<file path="src/rtl/udp_switch_pkg.sv">
// Shared types for the UDP port router: header layout, payload widths,
// RX/TX state encodings and the endpoint index width helper.
package udp_switch_pkg;

    localparam int DATA_W = 8;
    localparam int KEEP_W = 1;

    typedef struct packed {
        logic [31:0] ip_addr;
        logic [15:0] source_port;
        logic [15:0] dest_port;
        logic [15:0] length;
        logic [15:0] checksum;
    } udp_hdr_t;

    typedef enum logic [1:0] {
        RX_IDLE    = 2'd0,
        RX_HDR     = 2'd1,
        RX_PAYLOAD = 2'd2,
        RX_DROP    = 2'd3
    } rx_state_t;

    typedef enum logic [1:0] {
        TX_IDLE    = 2'd0,
        TX_HDR     = 2'd1,
        TX_PAYLOAD = 2'd2
    } tx_state_t;

    // Endpoint index width; a single endpoint still gets a 1-bit index.
    function automatic int idx_width(input int n);
        return (n > 1) ? $clog2(n) : 1;
    endfunction

endpackage

</file>
<file path="src/rtl/udp_port_router_rr_arbiter.sv">
// Round-robin arbiter: grants the first requester at or after the pointer,
// and moves the pointer past the granted index when advance is pulsed.
module rr_arbiter
    import udp_switch_pkg::*;
#(
    parameter int N  = 2,
    parameter int IW = idx_width(N)
) (
    input  logic          clk,
    input  logic          reset_n,
    input  logic [N-1:0]  req,
    input  logic          advance,
    output logic [N-1:0]  grant,
    output logic [IW-1:0] grant_idx
);

    logic [IW-1:0] ptr;
    logic          found;

    // Scan from the highest offset down so the lowest offset from ptr wins.
    always_comb begin
        int c;
        c         = 0;
        grant     = '0;
        grant_idx = '0;
        found     = 1'b0;
        for (int off = N - 1; off >= 0; off--) begin
            c = int'(ptr) + off;
            if (c >= N) c = c - N;
            if (req[c]) begin
                grant_idx = IW'(c);
                found     = 1'b1;
            end
        end
        if (found) grant[grant_idx] = 1'b1;
    end

    // Next search starts just after the index that was granted.
    always_ff @(posedge clk or negedge reset_n) begin
        if (!reset_n) begin
            ptr <= '0;
        end else if (advance && found) begin
            ptr <= (int'(grant_idx) == N - 1) ? '0 : grant_idx + 1'b1;
        end
    end

endmodule

</file>
<file path="src/rtl/udp_port_router.sv">
// Routes RX packets from the UDP stack to local endpoints by destination
// port, and merges endpoint TX packets round-robin toward the stack.
// Every channel: a transfer happens on a rising edge where valid && ready;
// a source holds valid and data stable until it transfers, and ready may
// depend combinationally on valid.
module udp_port_router
    import udp_switch_pkg::*;
#(
    parameter int          PORT_COUNT         = 2,
    parameter logic [15:0] PORTS [PORT_COUNT] = '{16'd1234, 16'd5678},
    parameter int          MISS_MODE          = 0,
    parameter int          DEFAULT_IDX        = 0,
    parameter int          CNT_WIDTH          = 32
) (
    input  logic                                 clk,
    input  logic                                 reset_n,
    // per-endpoint TX sinks
    input  logic     [PORT_COUNT-1:0]             udp_tx_header_if_sink_valid,
    output logic     [PORT_COUNT-1:0]             udp_tx_header_if_sink_ready,
    input  udp_hdr_t [PORT_COUNT-1:0]             udp_tx_header_if_sink_hdr,
    input  logic     [PORT_COUNT-1:0][DATA_W-1:0] udp_tx_payload_if_sink_tdata,
    input  logic     [PORT_COUNT-1:0][KEEP_W-1:0] udp_tx_payload_if_sink_tkeep,
    input  logic     [PORT_COUNT-1:0]             udp_tx_payload_if_sink_tvalid,
    output logic     [PORT_COUNT-1:0]             udp_tx_payload_if_sink_tready,
    input  logic     [PORT_COUNT-1:0]             udp_tx_payload_if_sink_tlast,
    input  logic     [PORT_COUNT-1:0]             udp_tx_payload_if_sink_tuser,
    // per-endpoint RX sources
    output logic     [PORT_COUNT-1:0]             udp_rx_header_if_source_valid,
    input  logic     [PORT_COUNT-1:0]             udp_rx_header_if_source_ready,
    output udp_hdr_t [PORT_COUNT-1:0]             udp_rx_header_if_source_hdr,
    output logic     [PORT_COUNT-1:0][DATA_W-1:0] udp_rx_payload_if_source_tdata,
    output logic     [PORT_COUNT-1:0][KEEP_W-1:0] udp_rx_payload_if_source_tkeep,
    output logic     [PORT_COUNT-1:0]             udp_rx_payload_if_source_tvalid,
    input  logic     [PORT_COUNT-1:0]             udp_rx_payload_if_source_tready,
    output logic     [PORT_COUNT-1:0]             udp_rx_payload_if_source_tlast,
    output logic     [PORT_COUNT-1:0]             udp_rx_payload_if_source_tuser,
    // merged TX source toward the UDP stack
    output logic                                 udp_tx_header_if_source_valid,
    input  logic                                 udp_tx_header_if_source_ready,
    output udp_hdr_t                             udp_tx_header_if_source_hdr,
    output logic     [DATA_W-1:0]                udp_tx_payload_if_source_tdata,
    output logic     [KEEP_W-1:0]                udp_tx_payload_if_source_tkeep,
    output logic                                 udp_tx_payload_if_source_tvalid,
    input  logic                                 udp_tx_payload_if_source_tready,
    output logic                                 udp_tx_payload_if_source_tlast,
    output logic                                 udp_tx_payload_if_source_tuser,
    // RX sink from the UDP stack
    input  logic                                 udp_rx_header_if_sink_valid,
    output logic                                 udp_rx_header_if_sink_ready,
    input  udp_hdr_t                             udp_rx_header_if_sink_hdr,
    input  logic     [DATA_W-1:0]                udp_rx_payload_if_sink_tdata,
    input  logic     [KEEP_W-1:0]                udp_rx_payload_if_sink_tkeep,
    input  logic                                 udp_rx_payload_if_sink_tvalid,
    output logic                                 udp_rx_payload_if_sink_tready,
    input  logic                                 udp_rx_payload_if_sink_tlast,
    input  logic                                 udp_rx_payload_if_sink_tuser,
    // statistics and state visibility
    output logic     [CNT_WIDTH-1:0]             rx_drop_count,
    output logic     [CNT_WIDTH-1:0]             rx_fwd_count,
    output rx_state_t                            rx_state_dbg,
    output tx_state_t                            tx_state_dbg
);

    localparam int IW = idx_width(PORT_COUNT);

    rx_state_t       rx_state, rx_next;
    tx_state_t       tx_state, tx_next;
    udp_hdr_t        rx_hdr_q;
    logic [IW-1:0]   rx_sel, lookup_idx, tx_sel, arb_idx;
    logic [PORT_COUNT-1:0] arb_grant;
    logic            lookup_hit, ready_en, rx_fwd_inc, rx_drop_inc, arb_advance;

    assign rx_state_dbg = rx_state;
    assign tx_state_dbg = tx_state;

    // Lowest endpoint whose port matches the incoming destination wins.
    always_comb begin
        lookup_hit = 1'b0;
        lookup_idx = IW'(DEFAULT_IDX);
        for (int i = PORT_COUNT - 1; i >= 0; i--) begin
            if (udp_rx_header_if_sink_hdr.dest_port == PORTS[i]) begin
                lookup_hit = 1'b1;
                lookup_idx = IW'(i);
            end
        end
    end

    // RX state, captured header and target; ready_en keeps sinks closed until the first clock after reset.
    always_ff @(posedge clk or negedge reset_n) begin
        if (!reset_n) begin
            rx_state <= RX_IDLE;
            rx_hdr_q <= '0;
            rx_sel   <= '0;
            ready_en <= 1'b0;
        end else begin
            ready_en <= 1'b1;
            rx_state <= rx_next;
            if (rx_state == RX_IDLE && udp_rx_header_if_sink_valid && ready_en) begin
                rx_hdr_q <= udp_rx_header_if_sink_hdr;
                rx_sel   <= lookup_idx;
            end
        end
    end

    // RX next state and steering; only the selected endpoint ever sees valid.
    always_comb begin
        rx_next                         = rx_state;
        rx_fwd_inc                      = 1'b0;
        rx_drop_inc                     = 1'b0;
        udp_rx_header_if_sink_ready     = 1'b0;
        udp_rx_payload_if_sink_tready   = 1'b0;
        udp_rx_header_if_source_valid   = '0;
        udp_rx_payload_if_source_tvalid = '0;
        for (int i = 0; i < PORT_COUNT; i++) begin
            udp_rx_header_if_source_hdr[i]    = rx_hdr_q;
            udp_rx_payload_if_source_tdata[i] = udp_rx_payload_if_sink_tdata;
            udp_rx_payload_if_source_tkeep[i] = udp_rx_payload_if_sink_tkeep;
            udp_rx_payload_if_source_tlast[i] = udp_rx_payload_if_sink_tlast;
            udp_rx_payload_if_source_tuser[i] = udp_rx_payload_if_sink_tuser;
        end
        case (rx_state)
            RX_IDLE: begin
                udp_rx_header_if_sink_ready = ready_en;
                if (udp_rx_header_if_sink_valid && ready_en)
                    rx_next = (lookup_hit || MISS_MODE != 0) ? RX_HDR : RX_DROP;
            end
            RX_HDR: begin
                udp_rx_header_if_source_valid[rx_sel] = 1'b1;
                if (udp_rx_header_if_source_ready[rx_sel]) rx_next = RX_PAYLOAD;
            end
            RX_PAYLOAD: begin
                udp_rx_payload_if_source_tvalid[rx_sel] = udp_rx_payload_if_sink_tvalid;
                udp_rx_payload_if_sink_tready = udp_rx_payload_if_source_tready[rx_sel];
                if (udp_rx_payload_if_sink_tvalid && udp_rx_payload_if_source_tready[rx_sel]
                    && udp_rx_payload_if_sink_tlast) begin
                    rx_fwd_inc = 1'b1;
                    rx_next    = RX_IDLE;
                end
            end
            RX_DROP: begin
                udp_rx_payload_if_sink_tready = 1'b1;
                if (udp_rx_payload_if_sink_tvalid && udp_rx_payload_if_sink_tlast) begin
                    rx_drop_inc = 1'b1;
                    rx_next     = RX_IDLE;
                end
            end
            default: rx_next = RX_IDLE;
        endcase
    end

    // Saturating packet counters.
    always_ff @(posedge clk or negedge reset_n) begin
        if (!reset_n) begin
            rx_fwd_count  <= '0;
            rx_drop_count <= '0;
        end else begin
            if (rx_fwd_inc && rx_fwd_count != '1) rx_fwd_count <= rx_fwd_count + 1'b1;
            if (rx_drop_inc && rx_drop_count != '1) rx_drop_count <= rx_drop_count + 1'b1;
        end
    end

    rr_arbiter #(.N(PORT_COUNT), .IW(IW)) u_arb (
        .clk       (clk),
        .reset_n   (reset_n),
        .req       (udp_tx_header_if_sink_valid),
        .advance   (arb_advance),
        .grant     (arb_grant),
        .grant_idx (arb_idx)
    );

    // TX state and the grant locked for the whole packet.
    always_ff @(posedge clk or negedge reset_n) begin
        if (!reset_n) begin
            tx_state <= TX_IDLE;
            tx_sel   <= '0;
        end else begin
            tx_state <= tx_next;
            if (arb_advance) tx_sel <= arb_idx;
        end
    end

    // TX next state and pass-through from the granted endpoint only.
    always_comb begin
        tx_next                         = tx_state;
        arb_advance                     = 1'b0;
        udp_tx_header_if_sink_ready     = '0;
        udp_tx_payload_if_sink_tready   = '0;
        udp_tx_header_if_source_valid   = 1'b0;
        udp_tx_payload_if_source_tvalid = 1'b0;
        udp_tx_header_if_source_hdr     = udp_tx_header_if_sink_hdr[tx_sel];
        udp_tx_payload_if_source_tdata  = udp_tx_payload_if_sink_tdata[tx_sel];
        udp_tx_payload_if_source_tkeep  = udp_tx_payload_if_sink_tkeep[tx_sel];
        udp_tx_payload_if_source_tlast  = udp_tx_payload_if_sink_tlast[tx_sel];
        udp_tx_payload_if_source_tuser  = udp_tx_payload_if_sink_tuser[tx_sel];
        case (tx_state)
            TX_IDLE: begin
                if (|arb_grant) begin
                    arb_advance = 1'b1;
                    tx_next     = TX_HDR;
                end
            end
            TX_HDR: begin
                udp_tx_header_if_source_valid       = udp_tx_header_if_sink_valid[tx_sel];
                udp_tx_header_if_sink_ready[tx_sel] = udp_tx_header_if_source_ready;
                if (udp_tx_header_if_sink_valid[tx_sel] && udp_tx_header_if_source_ready)
                    tx_next = TX_PAYLOAD;
            end
            TX_PAYLOAD: begin
                udp_tx_payload_if_source_tvalid       = udp_tx_payload_if_sink_tvalid[tx_sel];
                udp_tx_payload_if_sink_tready[tx_sel] = udp_tx_payload_if_source_tready;
                if (udp_tx_payload_if_sink_tvalid[tx_sel] && udp_tx_payload_if_source_tready
                    && udp_tx_payload_if_sink_tlast[tx_sel])
                    tx_next = TX_IDLE;
            end
            default: tx_next = TX_IDLE;
        endcase
    end

endmodule

</file>
<file path="config.mk">
export PLATFORM = sky130hd
export DESIGN_NAME = udp_port_router
export DESIGN_NICKNAME = d
export VERILOG_FILES = /design/src/rtl/udp_switch_pkg.sv /design/src/rtl/udp_port_router_rr_arbiter.sv /design/src/rtl/udp_port_router.sv
export SDC_FILE = /design/constraint.sdc
export NUM_CORES = 1
export LEC_CHECK = 0
export CORE_AREA = 2 2 284 286
export CTS_CLUSTER_DIAMETER = 40
export DETAILED_ROUTE_END_ITERATION = 6
export DIE_AREA = 0 0 286 288
export HOLD_SLACK_MARGIN = 0.05
export PLACE_DENSITY_LB_ADDON = 0.15
export SYNTH_ARGS = -nofsm -noshare
export SYNTH_HDL_FRONTEND = slang
export SYNTH_SLANG_ARGS = --single-unit
</file>
<file path="constraint.sdc">
create_clock -name clk -period 5.6 [get_ports clk]
set_clock_uncertainty 0.2 [all_clocks]
set_input_delay 1.12 -clock clk [delete_from_list [all_inputs] [get_ports clk]]
set_output_delay 1.12 -clock clk [all_outputs]
set_load 0.01 [all_outputs]
</file>
* Word level (Yosys, flattened, before mapping)
Index checks and enable logic that the tools add are counted.
Storage, ports and cells: register bits after elaboration 168, bits of input ports 335
Operators by class: eq/ne operators 16, bitwise gates (word level) 3, add/subtract/negate cells 6, $lt $le $gt $ge 10, reduce and logical (&&, ||, !) cells 20, muxes and demuxes 65
Operators with widths (count):
- $mux W96 | 2
- $add A32 B1 Y32 const B | 2
- $lt A32 B3 Y1 const B | 2
- $mux W32 | 2
- $ne A32 B32 Y1 const B | 2
- $mux W1 | 40
- $ge A32 B3 Y1 const B | 1
- $sub A32 B3 Y32 const B | 1
- $mux W2 | 13
- $eq A16 B11 Y1 const B | 1
- $eq A16 B13 Y1 const B | 1
- $mux W8 | 2
- $logic_and A1 B1 Y1 | 15
- $ne A2 B2 Y1 const B | 6
- $pmux W2 S4 | 1
- $and A2 B2 Y2 | 3
- $eq A2 B2 Y1 const B | 3
- $lt A1 B2 Y1 const B | 3
- $pmux W2 S3 | 1
- $eq A2 B1 Y1 const B | 2
- $logic_not A2 Y1 | 2
- $reduce_and A4 Y1 | 1
- $demux W1 S1 | 3
- $ge A1 B1 Y1 const B | 3
- other kinds (8) | 8

* Depth between registers and ports, before layout
Gate-level depths: netlist of run 1.
depth in word-level cells 17, mapped depth 8, mapped depth without buffers 6

* By module
A second synthesis of run 1 with hierarchy kept.
Second synthesis, totals: cells, all modules 792, area total of the unflattened synthesis 9352.7 sq um
Modules (own cells, without submodules):
- udp_port_router | area an instance 9290.2 sq um, seq. area each 4179.0 sq um, cells each 785, instances 1
- rr_arbiter | area an instance 62.6 sq um, seq. area each 25.0 sq um, cells each 7, instances 1

* Worst setup path before layout of run 1
OpenSTA, ideal clock, no wires.
path type flip-flop to output port, start reg tx_sel, end out udp_tx_header_if_source_hdr[47] in the netlist's numbering, stages on the path, launching flop included 5, path slack 2719 ps, arrival time 1561 ps, cells stage by stage dfrtp_1 clkbuf_1 clkbuf_1 buf_1 mux2_2
RTL lines:
- from (decl) | line udp_port_router.sv:69 | logic [IW-1:0] rx_sel, lookup_idx, tx_sel, arb_idx;
- from (signal assigned) | line udp_port_router.sv:178 | if (arb_advance) tx_sel <= arb_idx;
- to (decl) | line udp_port_router.sv:40 | output udp_hdr_t udp_tx_header_if_source_hdr,

==> results.md, run 1 <==
* Leakage at 7.03 nW
* Global-route wire length before repair at 73.7 mm
* VDD IR max at 0.000211 V
* Initial Utilization at 11.9%
* Die Area at 82,400 um^2
* Syn Nets at 1,355
* CP Launch Type: flop
* Die Span Y at 288 um
* Via-to-Cell Ratio at 3.48
* Clk sinks at 168
* Final hold vios at 0
* H-tree depth at 4
* Mapped Cells at 1,018
* Slew Viols, Final at 0
* Post-Route WL at 54.7 mm
* Final Util at 21.9%
* Final nets at 1,929
* # fillers at 8,740
* Antenna viol nets, final at 0
* Worst Hold Launch: rx_drop_count[9]$_DFFE_PN0P_
* Yosys Warn Count at 0
* Post-Synthesis Mean Instance Area at 9.29 um^2
* Sequential fraction of the synthesis area at 44.5%
* GPL Wtd Cong at 0.851
* PortBufs at 705
* CTS clk-pin slew, worst paths at 0.08 ns
* CP max stage cell: dfrtp_4
* Finish-stage setup viols at 0
* # IOs at 736
* Period utilisation layout at 73.0%
* Critical Path End Type: output pin
* Placed cell area at 16,900 um^2
* Multi-input logic area at 4200 um^2
* Total GRT Usage at 12.7%
* Main synth FF type: dfrtp_1
* Yosys cell types at 50
* Antenna violations before repair at 6
* F_max at 245 MHz
* Setup WS post-layout at 1.51 ns
* Slew margin rel. at 34.6%
* Cts repair resizes at 0
* Setup TNS at 0 ns
* # rows at 104
* Worst-Margin Slew at 0.981 ns
* CP Buf/Inv Count at 2
* DR iter-0 viols at 482
* TritonCTS Buffers at 17
* Crit-path leading delay family: buffers and inverters
* Vias at 9,295
* # hold bufs at CTS at 0
* CP max stage delay at 0.81 ns
* Async set-reset flop share out of synthesis at 100%
* TritonCTS clock tree: built
* CP Cell Sequence: buf_12 -> mux2_2 -> clkdlybuf4s50_1
* Half-perimeter wire length after placement at 45.2 mm
* Pwr Density at 411 nW/um^2
* Wire length per cell at 20.5 um
* Gr ovfl total at 0
* CTS max path bufs at 2
* Design area at 17,500 um^2
* # DRC at 0
* Min cycle time layout at 4.09 ns
* Grt met2 use at 20.8%
* Area Growth Syn to Fin at 84.8%
* Post-CTS Repair Setup Buffers at 0
* Data required, critical path at 4.28 ns
* Worst min-delay path category: flop to flop
* Largest net degree at the start of global routing at 97
* M3 GR Usage at 4.36%
* CP startpoint: tx_sel$_DFFE_PN0P_
* Share of layout cells above drive strength 1 at 9.84%
* Netlist Area Pre-Place at 9450 um^2
* 1st-pass router iterations at 5
* Global Route met1 Usage at 15.5%
* Reg-to-Reg Start: rx_state_dbg[1]$_DFFE_PN0P_
* Die width at 286 um
* Root buf cell: clkbuf_16
* Total core area at 79,600 um^2
* Worst path arrival time at 2.77 ns
* Largest fanout on the critical path at 68
* Post-synth EDFFs at 0
* RSZ-0062 raised after global routing: no
* Gr busiest metal: met2
* Clk_lat worst skew at 0.48 ns
* Critical path class: flop to output pin
* Pre-CTS WS at 1.62 ns
* Outcome: finished, final reports clean
* Vias in the first global route at 9,373
* Max_cap viols at 0
* Flip-flop and latch area at 4210 um^2
* Post-synthesis register bit count at 168
==> cell usage in the layout, fill, tap and decap left out, types with 3 or more instances in the layout <==
| cell | instances |
|---|---|
| nor2b_1 | 9 |
| diode_2 | 3 |
| inv_1 | 6 |
| nand2_1 | 327 |
| nor2_1 | 25 |
| clkbuf_16 | 17 |
| and3_1 | 11 |
| nor4b_1 | 4 |
| o21ai_0 | 5 |
| xnor2_1 | 40 |
| nand4_1 | 23 |
| mux2_2 | 110 |
| mux2i_1 | 3 |
| buf_4 | 4 |
| dfrtp_1 | 167 |
| a21oi_1 | 3 |
| xor2_1 | 20 |
| nand2b_1 | 3 |
| nand3_1 | 35 |
| clkdlybuf4s50_1 | 704 |
| nor3_1 | 17 |
| clkinv_4 | 3 |
| inv_6 | 4 |
| a31oi_1 | 5 |
| nor4_1 | 10 |
| inv_8 | 4 |
==> worst reg2reg max path: stages (launching register included) <==
cell      delay [ns]
dfrtp_1         0.69
nand4_4         0.22
or4_4           0.61
a311oi_4        0.56
nand3_1         0.18
xnor2_1         0.17
==> report_power, final <==
part           total (mW)  switching (mW)  internal, mW
Combinational        3.88            1.65          2.24
Clock                1.22           0.614         0.602
Sequential           2.07           0.496          1.58
Total                7.17            2.76          4.42
==> cells in the mapped netlist (all sizes together), types with 3 or more instances <==
| library cell | instances | area (um^2) |
|---|---|---|
| o21ai | 6 | 30.0 |
| or4 | 3 | 26.3 |
| and3 | 11 | 68.8 |
| and2 | 3 | 18.8 |
| nand2b | 3 | 18.8 |
| nor4b | 4 | 35.0 |
| inv | 6 | 22.5 |
| mux2 | 112 | 1260 |
| nand2 | 328 | 1230 |
| nor2b | 9 | 56.3 |
| xor2 | 20 | 175 |
| a21oi | 3 | 15.0 |
| nand4 | 24 | 165 |
| nand3 | 35 | 175 |
| nor2 | 25 | 93.8 |
| nor3 | 18 | 95.1 |
| xnor2 | 40 | 350 |
| clkbuf | 28 | 105 |
| a31oi | 5 | 31.3 |
| mux2i | 3 | 30.0 |
| dfrtp | 168 | 4200 |
| buf | 128 | 930 |
| nor4 | 11 | 75.1 |
==> metal layers <==
| layer | share of wire, % | wire length (um) |
|---|---|---|
| met3 | 7.9 | 4340 |
| met5 | 0.040 | 22 |
| met4 | 2.3 | 1240 |
| met2 | 48 | 26500 |
| met1 | 41 | 22700 |
==> state kept, by name (all words and copies together), names as in the netlist <==
register	count
udp_rx_header_if_source_hdr	96
rx_drop_count	32
rx_fwd_count	32
rx_state_dbg	2
tx_state_dbg	2
ready_en	1
rx_sel	1
tx_sel	1
u_arb.ptr	1
==> through the flow <==
step	cells	power (mW)	hold WS (ns)
2_1_floorplan	1018	3.75	0.259
3_3_place_gp	2633	6.06	0.271
3_5_place_dp	2633	6.05	0.281
4_1_cts	2665	7.35	0.293
5_1_grt	2666	7.61	0.302
6_report	2668	7.17	0.294
==> layout make-up <==
type	count	area share [%]
clock inverter	13	0.745
timing repair buffer	711	40.8
sequential	168	24.1
tap	1060	7.59
inverter	6	0.129
antenna	3	0.0430
clock buffer	19	2.54
multi-input combinational	688	24.1
==> worst paths after layout <==
kind,end,slack (ns),cells after the start
max in group asynchronous,udp_rx_header_if_source_hdr[70]$_DFFE_PN0P_,3.74,2
min,rx_drop_count[9]$_DFFE_PN0P_,0.29,1
min in group asynchronous,rx_fwd_count[29]$_DFFE_PN0P_,0.49,1
max,udp_tx_header_if_source_hdr[57],1.51,3
min reg2reg,rx_drop_count[9]$_DFFE_PN0P_,0.29,1
max reg2reg,rx_drop_count[29]$_DFFE_PN0P_,2.87,5
==> cells by family after synthesis <==
kind of cell	count (synthesis)	synth area share (%)
buffers and inverters	162	11.2
other	1	0.0397
and+or+nand+nor	488	23.0
DFF	168	44.5
muxes	115	13.7
xor gates and xnor gates	60	5.56
adders and majority gates	2	0.265
AOI/OAI and AO/OA	22	1.81
(Power assumes the default switching activity.)
==> run 2, diff against run 1 <==
- CORE_AREA: 2 2 284 286 -> 2 2 287 289
- DIE_AREA: 0 0 286 288 -> 0 0 289 291
- clock period: 5.6 -> 3.9 ns (I/O delays scaled with it)
==> results.md, run 2 (synthesis gave the netlist of run 1 again) <==
* Wire length per cell at 21.2 um
* Final nets at 1,938
* Total GRT Usage at 13.2%
* PortBufs at 705
* 1st-pass router iterations at 4
* Vias in the first global route at 9,421
* CP Cell Sequence: buf_12 -> mux2_2 -> clkdlybuf4s50_1
* F_max at 279 MHz
* Worst-Margin Slew at 0.824 ns
* Slew Viols, Final at 0
* Die Area at 84,100 um^2
* Design area at 17,700 um^2
* Post-Route WL at 56.9 mm
* # hold bufs at CTS at 0
* Final Non-Filler Cells at 2,688
* Initial Utilization at 11.6%
* Vias at 9,232
* Period utilisation layout at 92.0%
* Max reg flops at 96
* Global-route wire length before repair at 76.9 mm
* Half-perimeter wire length after placement at 47.4 mm
* # rows at 105
* CTS clk-pin slew, worst paths at 0.08 ns
* Commonest cells after routing, fill and taps aside: clkdlybuf4s50_1 (704), nand2_1 (327), dfrtp_1 (167)
* CP Launch Type: flop
* Die Span Y at 291 um
* Setup TNS at 0 ns
* Antenna violations before repair at 6
* Leakage at 7.13 nW
* Share of layout cells above drive strength 1 at 10.3%
* Critical path class: flop to output pin
* Root buf cell: clkbuf_16
* Area Growth Syn to Fin at 87.0%
* Final hold vios at 0
* Total power at 10.6 mW
* GPL Wtd Cong at 0.910
* Critical Path End Type: output pin
* CTS max path bufs at 2
* Data required, critical path at 2.92 ns
* VDD IR max at 0.000287 V
* Worst min-delay path category: input port to async pin
* Finish-stage setup viols at 0
* Hold Slack at 0.101 ns
* Total core area at 81,200 um^2
* Worst path arrival time at 2.61 ns
* DR iter-0 viols at 333
* Crit-path leading delay family: buffers and inverters
* Max_cap viols at 0
* CP Buf/Inv Count at 2
* Pwr Density at 600 nW/um^2
* CP max stage cell: dfrtp_4
* Most common cell after layout, fill and taps aside: clkdlybuf4s50_1
* Clk_lat worst skew at 0.48 ns
* # fillers at 8,857
* Largest net degree at the start of global routing at 78
* Min cycle time layout at 3.59 ns
* # IOs at 736
* Die width at 289 um
* Slew margin rel. at 45.1%
* # DRC at 0
* Largest fanout on the critical path at 35
* DP Cell Count at 2,652
* Cts repair resizes at 0
* TritonCTS Buffers at 17
* CP max stage delay at 0.82 ns
* TritonCTS clock tree: built
* Antenna viol nets, final at 0
* Via-to-Cell Ratio at 3.43
* Post-CTS Repair Setup Buffers at 0
* Clk sinks at 168
* Placed cell area at 17,000 um^2
* Gr ovfl total at 0
* H-tree depth at 4
* Outcome: finished, final reports clean
* RSZ-0062 raised after global routing: no
run 2: worst reg2reg max path, stage by stage, from the launching register on:
cell,delay [ns]
dfrtp_1,0.43
nand3_1,0.20
nor4_1,0.64
nand3_1,0.48
nand2_1,0.26
mux2_1,0.34
run 2: path summary, 6_finish.rpt:
path	slack, ns	startpoint	end	depth (start not counted)
worst min register to register	0.29	u_arb.ptr$_DFFE_PN0P_	u_arb.ptr$_DFFE_PN0P_	1
worst min-delay path	0.10	reset_n	rx_fwd_count[26]$_DFFE_PN0P_	1
worst max register to register	1.22	rx_drop_count[14]$_DFFE_PN0P_	rx_drop_count[1]$_DFFE_PN0P_	5
worst max-delay path	0.31	tx_sel$_DFFE_PN0P_	udp_tx_header_if_source_hdr[40]	3
min in group clk	0.29	u_arb.ptr$_DFFE_PN0P_	u_arb.ptr$_DFFE_PN0P_	1
max in group asynchronous	2.58	reset_n	rx_drop_count[28]$_DFFE_PN0P_	2
run 2: metrics by stage:
step	setup WS, ns	utilization [%]
final	0.314	21.8
after CTS	0.213	21.8
after global routing	0.209	21.8
after detailed placement	0.516	21.0
after floorplan	1.36	-
after global placement	0.496	21.0
run 2: area by class of cell:
| class | instances | area (um^2) | area share [%] |
|---|---|---|---|
| Multi-Input combinational cell | 688 | 4200 | 23.8 |
| Timing Repair Buffer | 720 | 7250 | 41.0 |
| Antenna cell | 4 | 10.0 | 0.0566 |
| Clock inverter | 13 | 208 | 1.17 |
| Inverter | 6 | 22.5 | 0.127 |
| Tap cell | 1070 | 1340 | 7.57 |
| Clock buffer | 19 | 443 | 2.51 |
| Sequential cell | 168 | 4210 | 23.8 |
run 2: power breakdown:
part	internal [mW]	switching (mW)
clock	1.11	0.868
sequential	2.27	0.686
combinational	3.27	2.40
run 2: routing by layer:
layer  wire (um)  global-route usage (%)  up-vias  share of wire [%]
li1            -                       -     4440                  -
met1       24100                    16.2     4391                 42
met2       28300                    22.6      375                 50
met3        3990                    4.12       26                7.0
met4         570                    2.77        0                1.0
met5           0                       0        -                  0
==> variant 1, RTL diff (config.mk and constraints of run 2) <==
The package constant `DATA_W` goes from 8 to 9.
--- a/src/rtl/udp_switch_pkg.sv
+++ b/src/rtl/udp_switch_pkg.sv
@@ -4,3 +4,3 @@
 
-    localparam int DATA_W = 8;
+    localparam int DATA_W = 9;
     localparam int KEEP_W = 1;
Interface: changed (resized udp_rx_payload_if_sink_tdata, udp_rx_payload_if_source_tdata, udp_tx_payload_if_sink_tdata and udp_tx_payload_if_source_tdata); port bits go from 736 to 742. No check against the original RTL was run, so the function may have changed too.
==> variant 1 against run 2 <==
Register-to-register slack got worse by 0.02 ns. Setup slack improved by 0.016 ns. First-iteration DRC count up 21%. Routed wire length is 11% lower. Total power decreased by 4.0%. Area after synthesis up 0.34%. Final cell count down 0.30%. Sequential cell count is the same. Cell area decreased by 0.28%.
==> variant 1: results (changes against run 2) <==
status=complete, no violations; largest net degree at the start of global routing=70 (-10%); Worst Path Arrival=2.59 ns (-0.02 ns); PostCTS Resize Cnt=0 (unchanged); Nets=1932 (-0.31%); Pleak=7.13 nW (about the same); CP top delay family=buffers and inverters; slew margin rel.=52.8% (+7.7 points); post-synth net total=1353 (-0.15%); crit-path max cell delay=0.81 ns; Placed Cells=2643 (-0.34%); top cells by count, synth=324 x nand2_1, 168 x dfrtp_1, 121 x buf_4; register area share after synthesis=44.3% (-0.15 points); Tot GR Track Use=11.7% (-1.5 points); VDD IR max=292 uV (+1.6%); vias in the first global route=9506 (+0.90%); antenna violations before repair=13 (+7); clk_lat worst skew=about 0.47 ns; average size of a mapped cell=9.36 um2 (+0.84%); Critical-path top delay cell=dfrtp_4; first-pass GRT wire length=70700 um (-8.0%); multiplexer share of the synthesized area=13.5% (-0.17 points); Starting DRT DRC Count=404 (+21%); Compound-Gate Fraction of Synth Area=1.42% (-0.39 points); number of buffers created by CTS=17 (unchanged); share of cells above drive strength 1=10.6% (+0.24 points); Final HPWL DP=41800 um (-12%); Post-Synth XOR/XNOR Area=5.63% (+0.073 points); most area-consuming cells after synthesis=dfrtp_1 44%, mux2_2 13%, nand2_1 13%; GP Congestion=0.851 (-6.5%); wire per inst=18.9 um (-11%); Place WS=0.483 ns (-0.0322 ns); CP Max Fanout=39 (+11%); Buffers on Ports=708 (+0.43%); dpl cell area=0.0170 mm2 (+0.12%); fillers=8835 (-0.25%); Via density=3.45 (+0.58%); Unique masters post-synth=48 (-4.0%); H-tree depth=4 (unchanged); Synth Area in Adders=0.264% (-0.00091 points); Area Growth Syn to Fin=85.8%
## variant 1: per-layer routing
metal | global-route usage, % | wire length [um] | vias to the layer above
li1 | - | - | 4417
met1 | 12.1 | 17600 | 4415
met2 | 21.8 | 27300 | 374
met3 | 4.00 | 4670 | 48
met4 | 3.71 | 1070 | 4
met5 | 0 | 26 | -
## variant 1: final timing paths
path	from	endpoint	slack, ns	cells after the start
setup / recovery	tx_sel$_DFFE_PN0P_	udp_tx_header_if_source_hdr[18]	0.33	3
hold / removal	reset_n	udp_rx_header_if_source_hdr[53]$_DFFE_PN0P_	0.06	1
setup reg to reg	rx_sel$_DFFE_PN0P_	rx_fwd_count[31]$_DFFE_PN0P_	1.20	5
hold reg to reg	u_arb.ptr$_DFFE_PN0P_	u_arb.ptr$_DFFE_PN0P_	0.29	1
max in group asynchronous	reset_n	udp_rx_header_if_source_hdr[1]$_DFFE_PN0P_	2.43	2
min in group clk	u_arb.ptr$_DFFE_PN0P_	u_arb.ptr$_DFFE_PN0P_	0.29	1
## variant 1: power breakdown
group | internal, mW | total [mW] | switching, mW | leakage, nW
logic | 3.27 | 5.44 | 2.17 | 4.68
clock network | 0.920 | 1.78 | 0.857 | 0.278
registers | 2.27 | 2.96 | 0.685 | 2.17
## variant 1: worst reg2reg max path: cells and delay by family (launching register included)
kind                      cells  cell delay, ns
DFF                           1            0.79
and+or+nand+nor               2            0.44
xor gates and xnor gates      1            0.16
muxes                         1            0.49
AOI/OAI and AO/OA             1            0.50
## variant 1: area by class of cell
cell class | instances | share of cell area, %
clock buffer | 20 | 2.53
antenna | 5 | 0.0710
tap | 1070 | 7.59
inverter | 4 | 0.0852
clock inverter | 12 | 0.745
multi-input combinational | 679 | 23.9
timing repair buffer | 722 | 41.2
sequential | 168 | 23.9
==> variant 2, RTL diff (settings of run 2) <==
Made on the original files. Reset style: synchronous (`reset_n`), changed in 4 clocked blocks.
--- a/src/rtl/udp_port_router_rr_arbiter.sv
+++ b/src/rtl/udp_port_router_rr_arbiter.sv
@@ -38,3 +38,3 @@
     // Next search starts just after the index that was granted.
-    always_ff @(posedge clk or negedge reset_n) begin
+    always_ff @(posedge clk) begin
         if (!reset_n) begin
--- a/src/rtl/udp_port_router.sv
+++ b/src/rtl/udp_port_router.sv
@@ -88,3 +88,3 @@
     // RX state, captured header and target; ready_en keeps sinks closed until the first clock after reset.
-    always_ff @(posedge clk or negedge reset_n) begin
+    always_ff @(posedge clk) begin
         if (!reset_n) begin
@@ -151,3 +151,3 @@
     // Saturating packet counters.
-    always_ff @(posedge clk or negedge reset_n) begin
+    always_ff @(posedge clk) begin
         if (!reset_n) begin
@@ -171,3 +171,3 @@
     // TX state and the grant locked for the whole packet.
-    always_ff @(posedge clk or negedge reset_n) begin
+    always_ff @(posedge clk) begin
         if (!reset_n) begin
Function: differs if reset_n is asserted again (counterexample within 4 cycles, from zero or initial values and one cycle with reset_n low); with reset_n held inactive, the same outputs for 4 cycles.
==> variant 2 against run 2 <==
Area after synthesis shrank 3.0%. Register-to-register slack got worse by 0.08 ns. Routed wire length up 5.7%. Cell area decreased by 2.9%. Non-clock buffer count up 2. Sequential cell count did not move. Highest routed layer is now met5. Worst hold slack better by 0.17 ns. Setup slack got worse by 0.056 ns. Total power decreased by 22%.
==> variant 2: results (changes against run 2) <==
Worst Path Arrival=2.66 ns (+0.05 ns); fillers=8982 (+1.4%); Pleak=5.69 nW (-20%); status=complete, no violations; GP Congestion=0.940 (+3.4%); Tot GR Track Use=13.9% (+0.68 points); Critical-path top delay cell=clkdlybuf4s50_1; worst r2r src=rx_drop_count[4]$_SDFFE_PN0P_; Reg2Reg Setup Slack=1.14 ns (-0.08 ns); R2R depth=6 (+1); wire per inst=21.9 um (+3.6%); measured slew at the worst slew-check pin=1.08 ns (+0.258 ns); largest net degree at the start of global routing=180 (+130%); crit path launch=udp_tx_header_if_source_ready; CP Max Fanout=4 (-89%); Synth Instances=1098 (+7.9%); Via density=3.60 (+4.8%); top cells by count, synth=168 x dfxtp_1, 128 x buf_4, 125 x nand2_1; FF/Latch Area=0.00337 mm2 (-20%); dpl cell area=0.0165 mm2 (-2.8%); Place WS=0.330 ns (-0.186 ns); most area-consuming cells after synthesis=dfxtp_1 37%, mux2_2 13%, buf_4 10%; final hold slack=0.270 ns (+0.169 ns); share of cells above drive strength 1=10.0% (-0.34 points); Starting DRT DRC Count=365 (+9.6%); crit-path max cell delay=0.63 ns (-0.19 ns); vias in the first global route=9900 (+5.1%); Nets=1983 (+2.3%); post-synth net total=1435 (+5.9%); Synth async-reset ratio=0% (-100 points); Worst Hold Class=register to register
==> variant 2: changes by cell type in the layout (fill, tap and decap cells not counted), sizes merged, moves of 7 or more <==
cell / run 2 / this run
dfxtp: 0 / 168
a21oi: 3 / 22
diode: 4 / 13
o21ai: 6 / 110
nor2b: 9 / 2
nor2: 25 / 65
xor2: 20 / 28
nand2: 328 / 125
nand3: 35 / 119
and3: 11 / 20
xnor2: 40 / 21
or3: 2 / 12
and4: 2 / 9
dfrtp: 168 / 0
==> variant 2: power by group <==
part / total [mW] / switching [mW] / internal (mW) / leakage [nW]
sequential: 2.55 / 0.440 / 2.11 / 1.37
clock: 1.82 / 0.858 / 0.960 / 0.278
combinational: 3.92 / 1.80 / 2.13 / 4.04
total: 8.28 / 3.09 / 5.19 / 5.69
==> variant 2: logic make-up (layout without fill, tap and decap cells) <==
kind of cell	count (synthesis)	after routing	synth area share [%]
adder cells (fa/ha/maj)	2	2	0.273
buffers and inverters	198	759	13.6
other	0	13	0
AND/OR/NAND/NOR	426	426	22.9
flip-flops	168	168	36.7
multiplexers	111	111	13.6
XOR/XNOR	49	49	4.68
AO/OA/AOI/OAI	144	144	8.20
==> variant 2: routing by layer <==
metal | vias to the layer above | share of wire, % | global-route usage (%)
li1 | 4807 | - | -
met4 | 4 | 1.1 | 3.38
met5 | - | 0.043 | 0
met3 | 30 | 7.8 | 3.94
met2 | 356 | 49 | 23.5
met1 | 4669 | 42 | 17.3
==> variant 2: area by class of cell <==
type | instances | share of cell area, %
sequential | 168 | 19.6
clock buffer | 18 | 2.50
inverter | 5 | 0.109
multi-input combinational | 732 | 26.6
antenna | 13 | 0.189
tap | 1070 | 7.80
timing repair buffer | 722 | 42.3
clock inverter | 14 | 0.962
